$ cat config.mk
export PLATFORM = sky130hd
export DESIGN_NAME = frame_capture_ctrl_flat
export DESIGN_NICKNAME = d
export VERILOG_FILES = /design/src/rtl/frame_capture_ctrl_if.sv /design/src/rtl/frame_capture_ctrl.sv /design/src/flat_wrapper.sv
export SDC_FILE = /design/constraint.sdc
export NUM_CORES = 1
export LEC_CHECK = 0
export CAP_MARGIN = 20
export CELL_PAD_IN_SITES_DETAIL_PLACEMENT = 0
export CELL_PAD_IN_SITES_GLOBAL_PLACEMENT = 1
export CORE_MARGIN = 4
export CORE_UTILIZATION = 30
export CTS_CLUSTER_DIAMETER = 100
export CTS_CLUSTER_SIZE = 8
export DETAILED_ROUTE_END_ITERATION = 8
export PLACE_DENSITY = 0.75
export SETUP_SLACK_MARGIN = 0.05
export SYNTH_ARGS = -nofsm -noshare
export SYNTH_HDL_FRONTEND = slang
export SYNTH_SLANG_ARGS = --single-unit
export TNS_END_PERCENT = 5
$ cat constraint.sdc
create_clock -name clk -period 2.1 [get_ports clk]
set_input_delay 0.525 -clock clk [delete_from_list [all_inputs] [get_ports clk]]
set_output_delay 0.525 -clock clk [all_outputs]
set_load 0.05 [all_outputs]
$ cat src/rtl/frame_capture_ctrl_if.sv
// Frame capture control bus.
// Groups the capture request/sync/pixel inputs and the frame-buffer write and
// status outputs of frame_capture_ctrl.
//   start       one-cycle request to arm a capture
//   continuous  level; re-arm automatically after each frame
//   vsync       camera frame sync, rising edge marks a frame boundary
//   pix_valid   downsampler sample-ready strobe
//   pix_data    downsampled RGB332 pixel
//   pix_x/pix_y pixel column/row
//   wr_en       frame-buffer write strobe
//   wr_addr     frame-buffer write address
//   wr_data     frame-buffer write data
//   busy        capture armed or in progress
//   frame_done  one-cycle pulse on frame completion
//   frame_cnt   completed-frame count, wraps at 256
//   err_ovf     sticky out-of-frame pixel flag
interface frame_capture_ctrl_if;
    logic        start;
    logic        continuous;
    logic        vsync;
    logic        pix_valid;
    logic [7:0]  pix_data;
    logic [14:0] pix_x;
    logic [14:0] pix_y;
    logic        wr_en;
    logic [14:0] wr_addr;
    logic [7:0]  wr_data;
    logic        busy;
    logic        frame_done;
    logic [7:0]  frame_cnt;
    logic        err_ovf;

    modport master (
        output start, continuous, vsync, pix_valid, pix_data, pix_x, pix_y,
        input  wr_en, wr_addr, wr_data, busy, frame_done, frame_cnt, err_ovf
    );

    modport slave (
        input  start, continuous, vsync, pix_valid, pix_data, pix_x, pix_y,
        output wr_en, wr_addr, wr_data, busy, frame_done, frame_cnt, err_ovf
    );
endinterface

$ cat src/rtl/frame_capture_ctrl.sv
// Frame capture controller.
// Arms on a start request, waits for a vsync rising edge, then writes every
// in-frame pixel to the frame buffer at address y*WIDTH+x until the next vsync
// rising edge. Out-of-frame pixels are dropped and flagged in err_ovf.
// Ports:
//   clk  system clock, rising edge
//   res  asynchronous active-high reset
//   bus  frame_capture_ctrl_if.slave (pixel input, frame-buffer write, status)
//
// state   | meaning
// --------+--------------------------------------------------------
// IDLE    | waiting for start
// ARM     | waiting for the vsync edge that opens a frame
// CAPTURE | writing pixels until the vsync edge that closes the frame
// DONE    | one cycle: frame_done pulse, frame counter increment
module frame_capture_ctrl #(
    parameter int WIDTH  = 176,
    parameter int HEIGHT = 144
) (
    input  logic                clk,
    input  logic                res,
    frame_capture_ctrl_if.slave bus
);
    typedef enum logic [1:0] {IDLE, ARM, CAPTURE, DONE} state_t;

    localparam logic [15:0] W_LIM = 16'(WIDTH);
    localparam logic [15:0] H_LIM = 16'(HEIGHT);
    localparam logic [29:0] W_MUL = 30'(WIDTH);

    state_t      state;
    state_t      state_nxt;
    logic        vsync_q;
    logic        vsync_rise;
    logic        in_range;
    logic [14:0] addr;

    assign vsync_rise = bus.vsync & ~vsync_q;
    assign in_range   = ({1'b0, bus.pix_x} < W_LIM) && ({1'b0, bus.pix_y} < H_LIM);
    // Full 30-bit product; any in-frame address fits 15 bits when the frame
    // holds at most 32768 pixels.
    assign addr       = 15'({15'd0, bus.pix_y} * W_MUL + {15'd0, bus.pix_x});

    always_ff @(posedge clk or posedge res) begin
        if (res) begin
            state   <= IDLE;
            vsync_q <= 1'b0;
        end else begin
            state   <= state_nxt;
            vsync_q <= bus.vsync;
        end
    end

    always_comb begin
        state_nxt = state;
        case (state)
            IDLE:    if (bus.start) state_nxt = ARM;
            ARM:     if (vsync_rise) state_nxt = CAPTURE;
            CAPTURE: if (vsync_rise) state_nxt = DONE;
            // In continuous mode the closing vsync edge also opens the next frame.
            DONE:    state_nxt = bus.continuous ? CAPTURE : IDLE;
            default: state_nxt = IDLE;
        endcase
    end

    always_comb begin
        bus.frame_done = (state == DONE);
        // Keep busy high through DONE when re-arming so it never drops
        // between back-to-back continuous frames.
        bus.busy = (state == ARM) || (state == CAPTURE) ||
                   ((state == DONE) && bus.continuous);
    end

    always_ff @(posedge clk or posedge res) begin
        if (res) begin
            bus.wr_en     <= 1'b0;
            bus.wr_addr   <= 15'd0;
            bus.wr_data   <= 8'd0;
            bus.frame_cnt <= 8'd0;
            bus.err_ovf   <= 1'b0;
        end else begin
            bus.wr_en <= 1'b0;
            if ((state == CAPTURE) && bus.pix_valid) begin
                if (in_range) begin
                    bus.wr_en   <= 1'b1;
                    bus.wr_addr <= addr;
                    bus.wr_data <= bus.pix_data;
                end else begin
                    bus.err_ovf <= 1'b1;
                end
            end
            if ((state == IDLE) && bus.start) begin
                bus.err_ovf <= 1'b0;
            end
            if (state == DONE) begin
                bus.frame_cnt <= bus.frame_cnt + 8'd1;
            end
        end
    end
endmodule

$ cat src/flat_wrapper.sv
// flat-port wrapper written by rule: the top's interface ports become plain ports
module frame_capture_ctrl_flat 
#(
    parameter int WIDTH  = 176,
    parameter int HEIGHT = 144
)
  (clk, res, bus_start, bus_continuous, bus_vsync, bus_pix_valid, bus_pix_data, bus_pix_x, bus_pix_y, bus_wr_en, bus_wr_addr, bus_wr_data, bus_busy, bus_frame_done, bus_frame_cnt, bus_err_ovf);
  frame_capture_ctrl_if bus_i ();
  input  logic clk;
  input  logic res;
  input wire logic [$bits(bus_i.start)-1:0] bus_start;
  input wire logic [$bits(bus_i.continuous)-1:0] bus_continuous;
  input wire logic [$bits(bus_i.vsync)-1:0] bus_vsync;
  input wire logic [$bits(bus_i.pix_valid)-1:0] bus_pix_valid;
  input wire logic [$bits(bus_i.pix_data)-1:0] bus_pix_data;
  input wire logic [$bits(bus_i.pix_x)-1:0] bus_pix_x;
  input wire logic [$bits(bus_i.pix_y)-1:0] bus_pix_y;
  output wire logic [$bits(bus_i.wr_en)-1:0] bus_wr_en;
  output wire logic [$bits(bus_i.wr_addr)-1:0] bus_wr_addr;
  output wire logic [$bits(bus_i.wr_data)-1:0] bus_wr_data;
  output wire logic [$bits(bus_i.busy)-1:0] bus_busy;
  output wire logic [$bits(bus_i.frame_done)-1:0] bus_frame_done;
  output wire logic [$bits(bus_i.frame_cnt)-1:0] bus_frame_cnt;
  output wire logic [$bits(bus_i.err_ovf)-1:0] bus_err_ovf;
  assign bus_i.start = bus_start;
  assign bus_i.continuous = bus_continuous;
  assign bus_i.vsync = bus_vsync;
  assign bus_i.pix_valid = bus_pix_valid;
  assign bus_i.pix_data = bus_pix_data;
  assign bus_i.pix_x = bus_pix_x;
  assign bus_i.pix_y = bus_pix_y;
  assign bus_wr_en = bus_i.wr_en;
  assign bus_wr_addr = bus_i.wr_addr;
  assign bus_wr_data = bus_i.wr_data;
  assign bus_busy = bus_i.busy;
  assign bus_frame_done = bus_i.frame_done;
  assign bus_frame_cnt = bus_i.frame_cnt;
  assign bus_err_ovf = bus_i.err_ovf;
  frame_capture_ctrl #(.WIDTH(WIDTH), .HEIGHT(HEIGHT)) u_core (.clk(clk), .res(res), .bus(bus_i));
endmodule
==> results of run 1 <==
## layer usage
| layer | vias to the layer above | track usage [%] | part of all wire [%] |
|---|---|---|---|
| met1 | 1026 | 15.6 | 43 |
| met2 | 60 | 22.5 | 47 |
| met4 | 0 | 2.76 | 0.85 |
| li1 | 1073 | - | - |
| met3 | 6 | 4.61 | 8.7 |
| met5 | - | 0 | 0 |
## synth_stat cells (2+ instances only)
library cell and n:
sky130_fd_sc_hd__a211oi_1 2, sky130_fd_sc_hd__a21o_1 6, sky130_fd_sc_hd__a21oi_1 13, sky130_fd_sc_hd__a31oi_1 2, sky130_fd_sc_hd__and3_1 2, sky130_fd_sc_hd__buf_2 3
sky130_fd_sc_hd__dfrtp_1 36, sky130_fd_sc_hd__fa_1 8, sky130_fd_sc_hd__ha_1 35, sky130_fd_sc_hd__inv_1 34, sky130_fd_sc_hd__mux2_1 16, sky130_fd_sc_hd__mux2_2 5
sky130_fd_sc_hd__nand2_1 7, sky130_fd_sc_hd__nand3_1 2, sky130_fd_sc_hd__nand4_1 2, sky130_fd_sc_hd__nor2_1 10, sky130_fd_sc_hd__nor4_1 3, sky130_fd_sc_hd__o21a_1 4
sky130_fd_sc_hd__o21ai_0 4, sky130_fd_sc_hd__o21ai_1 2, sky130_fd_sc_hd__o31ai_1 2, sky130_fd_sc_hd__xnor2_1 16, sky130_fd_sc_hd__xor2_1 8
## worst max-delay path, stage by stage
cell and delay [ns]:
sky130_fd_sc_hd__buf_8 0.10, sky130_fd_sc_hd__ha_4 0.22, sky130_fd_sc_hd__fa_1 0.52, sky130_fd_sc_hd__ha_4 0.23, sky130_fd_sc_hd__a21oi_4 0.18, sky130_fd_sc_hd__nor2b_4 0.05
sky130_fd_sc_hd__o21a_1 0.19, sky130_fd_sc_hd__nor2_2 0.12, sky130_fd_sc_hd__xnor2_2 0.14, sky130_fd_sc_hd__ha_1 0.27, sky130_fd_sc_hd__a2111o_1 0.40, sky130_fd_sc_hd__a221oi_2 0.25
sky130_fd_sc_hd__xnor3_1 0.24, sky130_fd_sc_hd__mux2_4 0.26
## cells by family (layout without fill, tap and decap cells)
group / count (synthesis) / in the layout / share of synthesized area, %
AO/OA/AOI/OAI: 43 / 43 / 11.0
XOR/XNOR: 26 / 26 / 9.97
adder cells (fa/ha/maj): 43 / 43 / 22.9
buffers and inverters: 38 / 166 / 5.61
flip-flops: 36 / 36 / 34.5
multiplexers: 22 / 22 / 9.64
AND/OR/NAND/NOR: 32 / 32 / 6.33
## repair_timing
item                       4_1_cts  5_1_grt
setup endpoints to repair       24       22
pin swaps                       23       21
setup buffers                    2        1
gates resized for setup         76       32
## sequential cells by signal (all words and copies together) (netlist names)
signal / flops
u_core.bus.wr_en: 1
u_core.state: 2
u_core.vsync_q: 1
u_core.bus.err_ovf: 1
u_core.bus.wr_data: 8
u_core.bus.frame_cnt: 8
u_core.bus.wr_addr: 15
## layout make-up
| type | instances | area, sq um | area share, % |
|---|---|---|---|
| clock buffers | 7 | 86.3 | 2.07 |
| clock inverters | 1 | 7.51 | 0.180 |
| inverters | 34 | 128 | 3.06 |
| multi-input cells | 166 | 1810 | 43.4 |
| flip-flops and latches | 36 | 901 | 21.6 |
| well taps | 105 | 131 | 3.15 |
| repair buffers | 124 | 1110 | 26.5 |
## power by group
group          switching (mW)  internal, mW  leakage [nW]
sequential             0.0932         0.787         0.483
clock                   0.248         0.267        0.0445
combinational            1.18          1.14          1.52
## stage by stage
| stage | setup slack (ns) | util (%) | hold slack, ns |
|---|---|---|---|
| floorplan | -1.57 | - | 0.556 |
| detailed placement | -2.23 | 46.4 | 0.469 |
| global route | -1.53 | 50.0 | 0.494 |
| finish | -1.42 | 50.0 | 0.487 |
| global placement | -2.19 | 46.4 | 0.466 |
| CTS | -1.50 | 48.6 | 0.485 |
## final timing paths
path / end / slack (ns) / cells after the start
setup / recovery: u_core.bus.wr_addr[14] / -1.42 / 14
hold reg to reg: u_core.bus.frame_cnt[7] / 0.49 / 1
hold / removal: u_core.bus.frame_cnt[7] / 0.49 / 1
min in group asynchronous: u_core.bus.wr_addr[2] / 0.64 / 3
max in group asynchronous: u_core.state[0] / 1.14 / 3
setup reg to reg: u_core.state[1] / 0.40 / 6
==> report_table.html, run 1 <==
<table>
<tr><th>Metric</th><th>Value</th></tr>
<tr><th colspan="2">Timing</th></tr>
<tr><td>Slew Limit Fails</td><td>0</td></tr>
<tr><td>Number of failing hold endpoints at the final stage</td><td>0</td></tr>
<tr><td>Setup repair after global routing missed its margin</td><td>true</td></tr>
<tr><td>Final Critical Period</td><td>3.52 ns</td></tr>
<tr><td>Maximum achievable frequency</td><td>0.284 GHz</td></tr>
<tr><td>Final setup fails</td><td>8</td></tr>
<tr><td>Worst Clk Skew</td><td>between 0.003 and 0.004 ns</td></tr>
<tr><td>Max transition margin</td><td>~66%</td></tr>
<tr><td>Setup TNS Final</td><td>-7.35 ns</td></tr>
<tr><td>Transition at the pin with the smallest max-transition slack</td><td>0.514 ns</td></tr>
<tr><td>Final worst-path setup slack</td><td>-1.42 ns</td></tr>
<tr><td>Final clock period utilization by the worst path</td><td>167%</td></tr>
<tr><th colspan="2">Drt</th></tr>
<tr><td>DR pass1 iterations</td><td>3</td></tr>
<tr><td>DRC Markers</td><td>0</td></tr>
<tr><td>Routed WL per cell</td><td>13.5 um</td></tr>
<tr><td>Residual antenna-violating net count after detailed routing</td><td>0</td></tr>
<tr><td>Routed WL</td><td>6370 um</td></tr>
<tr><td>Starting DRT DRC Count</td><td>17</td></tr>
<tr><td>Via count</td><td>2165</td></tr>
<tr><td>Detail-routed via count per cell</td><td>4.58</td></tr>
<tr><th colspan="2">Run</th></tr>
<tr><td>Total of max-cap violations</td><td>0</td></tr>
<tr><th colspan="2">Floorplanning</th></tr>
<tr><td>Core Box Area</td><td>0.00834 sq mm</td></tr>
<tr><td>Die span in x</td><td>101 um</td></tr>
<tr><td>Die area</td><td>just over 0.01 sq mm</td></tr>
<tr><td>Std-Cell Rows</td><td>33</td></tr>
<tr><td>Effective utilization at floorplan</td><td>31.3%</td></tr>
<tr><td>Top-Level Pins</td><td>79</td></tr>
<tr><td>Vertical extent of the die</td><td>just over 100 um</td></tr>
<tr><th colspan="2">Critical path</th></tr>
<tr><td>Worst reg2reg path startpoint</td><td>u_core.state[0]</td></tr>
<tr><td>Startpoint kind of the worst setup timing path</td><td>primary input</td></tr>
<tr><td>Critical Path RT</td><td>around 2.3 ns</td></tr>
<tr><td>Launching element of the worst setup path</td><td>bus_pix_y[1]</td></tr>
<tr><td>Element type at the critical path end</td><td>register</td></tr>
<tr><td>Class of the most critical setup path</td><td>in -&gt; reg</td></tr>
<tr><td>Arrival time of data at the critical path endpoint</td><td>3.69 ns</td></tr>
<tr><td>CP max FO</td><td>3</td></tr>
<tr><th colspan="2">Logic synthesis</th></tr>
<tr><td>Synthesized cell area</td><td>~0.0026 sq mm</td></tr>
<tr><td>Top-area cell type share of the netlist area</td><td>34.5%</td></tr>
<tr><td>Most frequently used flop master after synthesis</td><td>sky130_fd_sc_hd__dfrtp_1</td></tr>
<tr><td>Most area-hungry cell type in the Yosys netlist</td><td>sky130_fd_sc_hd__dfrtp_1</td></tr>
<tr><td>Synth Net Count</td><td>327</td></tr>
<tr><td>Dominant cells by area after synthesis</td><td>sky130_fd_sc_hd__dfrtp_1 35%, sky130_fd_sc_hd__ha_1 17%, sky130_fd_sc_hd__mux2_1 6.9%</td></tr>
<tr><td>Async S/R FF share, synth</td><td>100%</td></tr>
<tr><td>Register area share after synthesis</td><td>approximately a third</td></tr>
<tr><td>Number of warnings reported in the yosys synthesis log</td><td>0</td></tr>
<tr><td>Count of flip-flops with a built-in enable after synthesis</td><td>0</td></tr>
<tr><td>Count of state elements after synthesis</td><td>36</td></tr>
<tr><td>Post-synth cell types</td><td>41</td></tr>
<tr><td>Post-synthesis area per instance</td><td>10.9 sq um</td></tr>
<tr><td>Instance count of the mapped netlist</td><td>240</td></tr>
<tr><th colspan="2">Cells and area</th></tr>
<tr><td>Ant. Diodes</td><td>0</td></tr>
<tr><td>Final Instance Count excl. Fillers</td><td>473</td></tr>
<tr><td>Layout Nets</td><td>approximately 450</td></tr>
<tr><td>Area growth syn-to-layout</td><td>59.9%</td></tr>
<tr><td>Post-route standard cell area excluding fillers</td><td>0.00417 sq mm</td></tr>
<tr><td>Proportion of layout cells with a drive suffix above 1</td><td>35.1%</td></tr>
<tr><td>Most frequent cells in the layout</td><td>59 x sky130_fd_sc_hd__buf_4, 36 x sky130_fd_sc_hd__dfrtp_1, 34 x sky130_fd_sc_hd__clkdlybuf4s50_1, 30 x sky130_fd_sc_hd__inv_1, 26 x sky130_fd_sc_hd__ha_1</td></tr>
<tr><td>Number of filler instances in the final layout</td><td>around 760</td></tr>
<tr><td>Commonest non-fill, non-tap cell in the layout</td><td>sky130_fd_sc_hd__buf_4</td></tr>
<tr><th colspan="2">Global routing</th></tr>
<tr><td>Pin count of the biggest net entering global routing</td><td>37</td></tr>
<tr><td>Vias in the first global route</td><td>2419</td></tr>
<tr><td>Overall track demand over capacity in global routing</td><td>13.0%</td></tr>
<tr><td>Wire length of the first global-routing pass</td><td>about 11000 um</td></tr>
<tr><td>Total overflow reported by the global router</td><td>0</td></tr>
<tr><td>Number of antenna violations at the first check in global routing</td><td>0</td></tr>
<tr><th colspan="2">Clocking</th></tr>
<tr><td>Number of buffers inserted during clock tree synthesis</td><td>5</td></tr>
<tr><td>CTS clk-pin slew, worst paths</td><td>about 0.07 ns</td></tr>
<tr><td>Maximum buffer depth of the clock tree</td><td>2</td></tr>
<tr><td>CTS Hold Buffers Added</td><td>0</td></tr>
<tr><td>CTS tree</td><td>built</td></tr>
<tr><td>Clock latency reported for the late side of the worst-skew pair</td><td>0.28 ns</td></tr>
<tr><td>Clock tree root buffer cell</td><td>sky130_fd_sc_hd__clkbuf_8</td></tr>
<tr><td>CTS H-Tree Depth</td><td>2</td></tr>
<tr><td>Clk sink count</td><td>36</td></tr>
<tr><th colspan="2">Outcome</th></tr>
<tr><td>Violated checks</td><td>setup timing</td></tr>
<tr><td>Status</td><td>finished, violations left</td></tr>
<tr><th colspan="2">Power and ir drop</th></tr>
<tr><td>PnR Total Power</td><td>3.72 mW</td></tr>
<tr><td>Power per standard cell area</td><td>890 mW/mm^2</td></tr>
<tr><td>Leakage</td><td>2.04 nW</td></tr>
<tr><td>Peak supply drop</td><td>1.10 mV</td></tr>
<tr><th colspan="2">Place</th></tr>
<tr><td>Number of placed instances with taps included</td><td>462</td></tr>
<tr><td>Gp weighted congestion</td><td>0.743</td></tr>
<tr><td>Sum of net half-perimeters after detailed placement</td><td>between 5000 and 6000 um</td></tr>
<tr><td>Count of input and output buffers</td><td>78</td></tr>
<tr><td>Post-placement cell area</td><td>a little under 0.004 sq mm</td></tr>
<tr><th colspan="2">Min path</th></tr>
<tr><td>Startpoint of the worst hold path</td><td>u_core.bus.frame_cnt[7]</td></tr>
<tr><td>Hold/Removal Path Class</td><td>reg -&gt; reg</td></tr>
</table>
No activity file was read; power rests on OpenSTA's default activity.
==> inputs of run 2 (changes only) <==
- clock period: 2.1 -> 3.4 ns (I/O delays scaled with it)
==> run 2 against run 1 <==
  * Cell count fell by 0.85%
  * Sequential power fell by 38%
  * Power fell by 40%
  * Setup slack improved by 0.93 ns
  * Combinational power fell by 40%
  * The run still ends with setup timing left
  * Register-to-register slack improved by 1.3 ns
  * Non-clock buffer count fell by 4
  * Wire length fell by 2.0%
  * Sequential cell count did not move
  * Count of clock-buffer cells in the layout fell by 1
  * First-iteration DRC count rose by 110%
  * Highest routed layer unchanged
==> report_table.html, run 2 (synthesized netlist as in run 1, its figures left out) <==
<table>
<tr><th>Metric</th><th>Value</th></tr>
<tr><th colspan="2">Outcome</th></tr>
<tr><td>Status</td><td>finished, violations left</td></tr>
<tr><td>Violated checks</td><td>setup timing</td></tr>
<tr><th colspan="2">Place</th></tr>
<tr><td>Sum of net half-perimeters after detailed placement</td><td>between 5000 and 6000 um</td></tr>
<tr><td>Count of input and output buffers</td><td>78</td></tr>
<tr><td>Worst setup timing slack at the placement stage</td><td>-1.26 ns</td></tr>
<tr><td>Gp weighted congestion</td><td>0.751</td></tr>
<tr><th colspan="2">Critical path</th></tr>
<tr><td>Startpoint kind of the worst setup timing path</td><td>primary input</td></tr>
<tr><td>Category of cells accounting for the largest share of critical-path delay</td><td>adder cells</td></tr>
<tr><td>Arrival time of data at the critical path endpoint</td><td>4.05 ns</td></tr>
<tr><td>Class of the most critical setup path</td><td>in -&gt; reg</td></tr>
<tr><td>CP max FO</td><td>3</td></tr>
<tr><td>Buffer and inverter count on the worst path</td><td>4</td></tr>
<tr><td>Master of the slowest instance on the critical path</td><td>sky130_fd_sc_hd__fa_1</td></tr>
<tr><td>Element type at the critical path end</td><td>register</td></tr>
<tr><td>Critical path's largest stage delay</td><td>0.51 ns</td></tr>
<tr><td>Critical Path RT</td><td>approximately 3.6 ns</td></tr>
<tr><td>Cells traversed along the worst timing path</td><td>buf_8 &gt; ha_4 &gt; inv_2 &gt; fa_1 &gt; inv_2 &gt; ha_4 &gt; nor2b_1 &gt; o21a_1 &gt; nor2_2 &gt; xnor2_2 &gt; ha_1 &gt; buf_6 &gt; nor2_4 &gt; a21oi_2 &gt; and3_4 &gt; a221oi_2 &gt; xnor3_1 &gt; mux2_4</td></tr>
<tr><th colspan="2">Drt</th></tr>
<tr><td>Detail-routed via count per cell</td><td>4.59</td></tr>
<tr><td>DR pass1 iterations</td><td>4</td></tr>
<tr><td>Routed WL per cell</td><td>13.3 um</td></tr>
<tr><td>Starting DRT DRC Count</td><td>36</td></tr>
<tr><td>Routed WL</td><td>6240 um</td></tr>
<tr><td>DRC Markers</td><td>0</td></tr>
<tr><td>Residual antenna-violating net count after detailed routing</td><td>0</td></tr>
<tr><td>Via count</td><td>2152</td></tr>
<tr><th colspan="2">Cells and area</th></tr>
<tr><td>Most frequent cells in the layout</td><td>69 x sky130_fd_sc_hd__clkdlybuf4s50_1, 42 x sky130_fd_sc_hd__buf_4, 36 x sky130_fd_sc_hd__dfrtp_1, 31 x sky130_fd_sc_hd__inv_1, 27 x sky130_fd_sc_hd__ha_1</td></tr>
<tr><td>Leading registers by flop count</td><td>u_core.bus.wr_addr (15), u_core.bus.frame_cnt (8), u_core.bus.wr_data (8)</td></tr>
<tr><td>Layout Nets</td><td>450</td></tr>
<tr><td>Commonest non-fill, non-tap cell in the layout</td><td>sky130_fd_sc_hd__clkdlybuf4s50_1</td></tr>
<tr><td>Proportion of layout cells with a drive suffix above 1</td><td>24.2%</td></tr>
<tr><td>Number of flip-flops under the largest register name</td><td>15</td></tr>
<tr><td>Ant. Diodes</td><td>0</td></tr>
<tr><td>Largest reg by FF count</td><td>u_core.bus.wr_addr</td></tr>
<tr><td>Area growth syn-to-layout</td><td>55.7%</td></tr>
<tr><th colspan="2">Global routing</th></tr>
<tr><td>Wire length of the first global-routing pass</td><td>10800 um</td></tr>
<tr><td>Vias in the first global route</td><td>2397</td></tr>
<tr><td>Overall track demand over capacity in global routing</td><td>12.9%</td></tr>
<tr><td>Total overflow reported by the global router</td><td>0</td></tr>
<tr><td>Pin count of the biggest net entering global routing</td><td>37</td></tr>
<tr><td>Number of antenna violations at the first check in global routing</td><td>0</td></tr>
<tr><th colspan="2">Power and ir drop</th></tr>
<tr><td>Power per standard cell area</td><td>552 mW/mm^2</td></tr>
<tr><td>Leakage</td><td>just under 2 nW</td></tr>
<tr><td>Peak supply drop</td><td>0.624 mV</td></tr>
<tr><td>PnR Total Power</td><td>2.24 mW</td></tr>
<tr><th colspan="2">Floorplanning</th></tr>
<tr><td>Core Box Area</td><td>between 0.008 and 0.009 sq mm</td></tr>
<tr><td>Die span in x</td><td>101 um</td></tr>
<tr><td>Effective utilization at floorplan</td><td>31.3%</td></tr>
<tr><td>Top-Level Pins</td><td>79</td></tr>
<tr><td>Std-Cell Rows</td><td>33</td></tr>
<tr><td>Die area</td><td>0.0103 sq mm</td></tr>
<tr><td>Vertical extent of the die</td><td>around 100 um</td></tr>
<tr><th colspan="2">Clocking</th></tr>
<tr><td>Clock tree root buffer cell</td><td>sky130_fd_sc_hd__clkbuf_8</td></tr>
<tr><td>CTS tree</td><td>built</td></tr>
<tr><td>CTS clk-pin slew, worst paths</td><td>roughly 0.070 ns</td></tr>
<tr><td>CTS H-Tree Depth</td><td>2</td></tr>
<tr><td>Number of buffers inserted during clock tree synthesis</td><td>5</td></tr>
<tr><td>Clk sink count</td><td>36</td></tr>
<tr><td>Clock latency reported for the late side of the worst-skew pair</td><td>0.29 ns</td></tr>
<tr><td>Maximum buffer depth of the clock tree</td><td>2</td></tr>
<tr><th colspan="2">Timing</th></tr>
<tr><td>Worst Clk Skew</td><td>0.00579 ns</td></tr>
<tr><td>Final setup fails</td><td>4</td></tr>
<tr><td>Max transition margin</td><td>64.6%</td></tr>
<tr><td>Transition at the pin with the smallest max-transition slack</td><td>0.530 ns</td></tr>
<tr><td>Number of failing hold endpoints at the final stage</td><td>0</td></tr>
<tr><td>Final clock period utilization by the worst path</td><td>114%</td></tr>
<tr><td>Setup repair after global routing missed its margin</td><td>true</td></tr>
<tr><td>Maximum achievable frequency</td><td>0.258 GHz</td></tr>
<tr><td>Final worst-path setup slack</td><td>-0.482 ns</td></tr>
<tr><td>Final Critical Period</td><td>approximately 3.9 ns</td></tr>
<tr><td>Slew Limit Fails</td><td>0</td></tr>
<tr><th colspan="2">Run</th></tr>
<tr><td>Total of max-cap violations</td><td>0</td></tr>
<tr><th colspan="2">Min path</th></tr>
<tr><td>Hold/Removal Path Class</td><td>reg -&gt; reg</td></tr>
</table>
[run 2: power by group]
| group | switching, mW | internal, mW |
|---|---|---|
| Sequential | 0.0597 | 0.486 |
| Combinational | 0.714 | 0.677 |
| Clock | 0.144 | 0.161 |
| Total | 0.918 | 1.32 |
[run 2: layer usage]
metal  global-route usage [%]  vias to the layer above  routed length (um)
li1                         -                     1065                   -
met1                     15.5                     1018                2670
met2                     21.9                       62                2930
met3                     4.61                        7                 568
met4                     3.68                        0                  78
met5                        0                        -                   0
[run 2: path summary, 6_finish.rpt]
check	slack, ns	endpoint	cells past startpoint	startpoint
max	-0.48	u_core.bus.wr_addr[14]	18	bus_pix_y[2]
min	0.48	u_core.bus.frame_cnt[7]	1	u_core.bus.frame_cnt[7]
max in group asynchronous	2.12	u_core.bus.wr_addr[14]	3	res
min in group asynchronous	0.96	u_core.bus.frame_cnt[5]	3	res
max reg2reg	1.66	u_core.state[1]	6	u_core.state[0]
min reg2reg	0.48	u_core.bus.frame_cnt[7]	1	u_core.bus.frame_cnt[7]
[run 2: through the flow]
stage / hold WS [ns] / cells / cell area (sq um) / setup TNS (ns) / utilization (%)
floorplan: 0.580 / 240 / 2660 / -1.09 / -
global route: 0.512 / 469 / 4060 / -1.67 / 48.7
finish: 0.477 / 469 / 4060 / -1.13 / 48.7
detailed placement: 0.469 / 456 / 3830 / -5.69 / 45.9
global placement: 0.463 / 456 / 3830 / -5.43 / 45.9
CTS: 0.488 / 468 / 4000 / -1.34 / 47.9
[run 2: what timing repair did]
item                                    CTS  global route
hold buffers                              0             0
cloned                                    0             0
pin swaps                                22            18
buffers inserted                          4             1
resized for setup                        40            13
endpoints found under the setup margin    7             5
[run 2: area by class of cell]
| cell class | instances | area [sq um] |
|---|---|---|
| Timing Repair Buffer | 120 | 1100 |
| Multi-Input combinational cell | 166 | 1710 |
| Sequential cell | 36 | 901 |
| Clock inverter | 2 | 10.0 |
| Clock buffer | 6 | 82.6 |
| Fill cell | 787 | 4280 |
| Inverter | 34 | 128 |
| Tap cell | 105 | 131 |
==> inputs of run 3 (changes only) <==
- CELL_PAD_IN_SITES_DETAIL_PLACEMENT: 0 -> 1
==> run 3 against run 2 <==
  * The run still ends with setup timing left
  * Die area did not move
  * Clock power barely moved
  * Sequential cell count did not move
  * Setup slack got worse by 0.064 ns
  * Global-route usage rose by 1.2 points
  * Worst hold slack barely moved
  * Clock skew barely moved
  * Non-clock buffer count did not move
  * Power rose by 2.3%
  * Critical endpoint unchanged
  * Largest cell class unchanged
  * Highest routed layer unchanged
==> report_table.html, run 3 (synthesized netlist as in run 1, its figures left out) <==
<table>
<tr><th>Metric</th><th>Value</th></tr>
<tr><th colspan="2">Critical path</th></tr>
<tr><td>Critical Path RT</td><td>between 3 and 4 ns</td></tr>
<tr><td>CP max FO</td><td>3</td></tr>
<tr><td>Arrival time of data at the critical path endpoint</td><td>4.11 ns</td></tr>
<tr><td>Class of the most critical setup path</td><td>in -&gt; reg</td></tr>
<tr><td>Element type at the critical path end</td><td>register</td></tr>
<tr><td>Startpoint kind of the worst setup timing path</td><td>primary input</td></tr>
<tr><th colspan="2">Timing</th></tr>
<tr><td>Final clock period utilization by the worst path</td><td>116%</td></tr>
<tr><td>Setup TNS Final</td><td>-1.44 ns</td></tr>
<tr><td>Setup repair after global routing missed its margin</td><td>true</td></tr>
<tr><td>Final worst-path setup slack</td><td>-0.547 ns</td></tr>
<tr><td>Maximum achievable frequency</td><td>about 0.25 GHz</td></tr>
<tr><td>Transition at the pin with the smallest max-transition slack</td><td>~0.54 ns</td></tr>
<tr><td>Slew Limit Fails</td><td>0</td></tr>
<tr><td>Final Critical Period</td><td>3.95 ns</td></tr>
<tr><td>Number of failing hold endpoints at the final stage</td><td>0</td></tr>
<tr><td>Hold_ws</td><td>0.477 ns</td></tr>
<tr><td>Worst Clk Skew</td><td>between 0.005 and 0.006 ns</td></tr>
<tr><td>Max transition margin</td><td>a little under two thirds</td></tr>
<tr><td>Final setup fails</td><td>4</td></tr>
<tr><th colspan="2">Drt</th></tr>
<tr><td>Starting DRT DRC Count</td><td>26</td></tr>
<tr><td>Routed WL</td><td>7230 um</td></tr>
<tr><td>Detail-routed via count per cell</td><td>4.73</td></tr>
<tr><td>Via count</td><td>2217</td></tr>
<tr><td>DR pass1 iterations</td><td>2</td></tr>
<tr><td>Routed WL per cell</td><td>15.4 um</td></tr>
<tr><td>DRC Markers</td><td>0</td></tr>
<tr><td>Residual antenna-violating net count after detailed routing</td><td>0</td></tr>
<tr><th colspan="2">Cells and area</th></tr>
<tr><td>Number of filler instances in the final layout</td><td>925</td></tr>
<tr><td>Ant. Diodes</td><td>0</td></tr>
<tr><td>Layout Nets</td><td>450</td></tr>
<tr><td>Area growth syn-to-layout</td><td>55.8%</td></tr>
<tr><td>Largest reg by FF count</td><td>u_core.bus.wr_addr</td></tr>
<tr><td>Post-route standard cell area excluding fillers</td><td>0.00407 sq mm</td></tr>
<tr><td>Most frequent cells in the layout</td><td>69 x sky130_fd_sc_hd__clkdlybuf4s50_1, 44 x sky130_fd_sc_hd__buf_4, 36 x sky130_fd_sc_hd__dfrtp_1, 33 x sky130_fd_sc_hd__inv_1, 28 x sky130_fd_sc_hd__ha_1</td></tr>
<tr><td>Utilization after layout</td><td>48.8%</td></tr>
<tr><td>Proportion of layout cells with a drive suffix above 1</td><td>24.2%</td></tr>
<tr><td>Number of flip-flops under the largest register name</td><td>15</td></tr>
<tr><td>Final Instance Count excl. Fillers</td><td>between 400 and 500</td></tr>
<tr><td>Leading registers by flop count</td><td>u_core.bus.wr_addr (15), u_core.bus.frame_cnt (8), u_core.bus.wr_data (8)</td></tr>
<tr><td>Commonest non-fill, non-tap cell in the layout</td><td>sky130_fd_sc_hd__clkdlybuf4s50_1</td></tr>
<tr><th colspan="2">Run</th></tr>
<tr><td>Total of max-cap violations</td><td>0</td></tr>
<tr><th colspan="2">Global routing</th></tr>
<tr><td>Total overflow reported by the global router</td><td>0</td></tr>
<tr><td>Number of antenna violations at the first check in global routing</td><td>0</td></tr>
<tr><td>Vias in the first global route</td><td>2491</td></tr>
<tr><td>Overall track demand over capacity in global routing</td><td>14.2%</td></tr>
<tr><td>Wire length of the first global-routing pass</td><td>11700 um</td></tr>
<tr><td>Pin count of the biggest net entering global routing</td><td>37</td></tr>
<tr><th colspan="2">Place</th></tr>
<tr><td>Count of input and output buffers</td><td>78</td></tr>
<tr><td>Gp weighted congestion</td><td>about 0.75</td></tr>
<tr><td>Number of placed instances with taps included</td><td>456</td></tr>
<tr><td>Post-placement cell area</td><td>0.00383 sq mm</td></tr>
<tr><td>Worst setup timing slack at the placement stage</td><td>-1.36 ns</td></tr>
<tr><td>Sum of net half-perimeters after detailed placement</td><td>5870 um</td></tr>
<tr><th colspan="2">Floorplanning</th></tr>
<tr><td>Die area</td><td>slightly above 0.01 sq mm</td></tr>
<tr><td>Vertical extent of the die</td><td>just over 100 um</td></tr>
<tr><td>Die span in x</td><td>101 um</td></tr>
<tr><td>Core Box Area</td><td>0.00834 sq mm</td></tr>
<tr><td>Std-Cell Rows</td><td>33</td></tr>
<tr><td>Top-Level Pins</td><td>79</td></tr>
<tr><td>Effective utilization at floorplan</td><td>31.3%</td></tr>
<tr><th colspan="2">Clocking</th></tr>
<tr><td>Clk sink count</td><td>36</td></tr>
<tr><td>Number of buffers inserted during clock tree synthesis</td><td>5</td></tr>
<tr><td>CTS H-Tree Depth</td><td>2</td></tr>
<tr><td>Clock latency reported for the late side of the worst-skew pair</td><td>about 0.28 ns</td></tr>
<tr><td>CTS clk-pin slew, worst paths</td><td>0.07 ns</td></tr>
<tr><td>Clock tree root buffer cell</td><td>sky130_fd_sc_hd__clkbuf_8</td></tr>
<tr><td>CTS tree</td><td>built</td></tr>
<tr><td>Maximum buffer depth of the clock tree</td><td>2</td></tr>
<tr><th colspan="2">Power and ir drop</th></tr>
<tr><td>PnR Total Power</td><td>2.29 mW</td></tr>
<tr><td>Peak supply drop</td><td>0.584 mV</td></tr>
<tr><td>Leakage</td><td>roughly 2 nW</td></tr>
<tr><td>Power per standard cell area</td><td>564 mW/mm^2</td></tr>
<tr><th colspan="2">Min path</th></tr>
<tr><td>Hold/Removal Path Class</td><td>reg -&gt; reg</td></tr>
<tr><th colspan="2">Outcome</th></tr>
<tr><td>Status</td><td>finished, violations left</td></tr>
<tr><td>Violated checks</td><td>setup timing</td></tr>
</table>
run 3: repair_timing:
action | CTS | global route
hold buffers | 0 | 0
pin swaps | 20 | 12
resized for setup | 42 | 12
buffers inserted | 4 | 1
endpoints found under the setup margin | 7 | 6
run 3: routing by layer:
| metal | part of all wire [%] | vias up | wire length (um) | global-route usage (%) |
|---|---|---|---|---|
| met5 | 0 | - | 0 | 0 |
| met4 | 1.1 | 0 | 82 | 3.99 |
| met3 | 7.6 | 6 | 548 | 4.41 |
| met2 | 51 | 62 | 3720 | 25.8 |
| met1 | 40 | 1078 | 2880 | 15.9 |
| li1 | - | 1071 | - | - |
run 3: worst paths after layout:
kind                                    startpoint                       to  slack, ns  depth (start not counted)
max                                   bus_pix_y[3]   u_core.bus.wr_addr[14]      -0.55                         14
min                        u_core.bus.frame_cnt[7]  u_core.bus.frame_cnt[7]       0.48                          1
max reg2reg                        u_core.state[0]   u_core.bus.wr_addr[11]       1.64                          5
min reg2reg                u_core.bus.frame_cnt[7]  u_core.bus.frame_cnt[7]       0.48                          1
max in group asynchronous                      res   u_core.bus.wr_addr[14]       2.10                          3
min in group asynchronous                      res    u_core.bus.wr_data[5]       0.97                          3
run 3: layout make-up:
type | instances | area (sq um) | share of cell area (%)
inverters | 34 | 128 | 3.14
repair buffers | 120 | 1090 | 26.7
multi-input cells | 166 | 1730 | 42.6
clock buffers | 8 | 90.1 | 2.22
well taps | 105 | 131 | 3.23
flip-flops and latches | 36 | 901 | 22.2
run 3: power breakdown:
group	internal (mW)	switching [mW]	total [mW]
Sequential	0.486	0.0609	0.547
Clock	0.165	0.141	0.306
Combinational	0.687	0.753	1.44
run 3: worst max-delay path: stages:
cell and delay [ns]:
sky130_fd_sc_hd__buf_8 0.10, sky130_fd_sc_hd__ha_4 0.22, sky130_fd_sc_hd__fa_1 0.53, sky130_fd_sc_hd__ha_4 0.23, sky130_fd_sc_hd__a21oi_4 0.18, sky130_fd_sc_hd__nor2b_1 0.08, sky130_fd_sc_hd__o21a_4 0.23, sky130_fd_sc_hd__nor2_4 0.11
sky130_fd_sc_hd__xnor2_2 0.14, sky130_fd_sc_hd__ha_1 0.29, sky130_fd_sc_hd__a2111o_1 0.40, sky130_fd_sc_hd__a221oi_2 0.25, sky130_fd_sc_hd__xnor3_1 0.24, sky130_fd_sc_hd__mux2_4 0.26
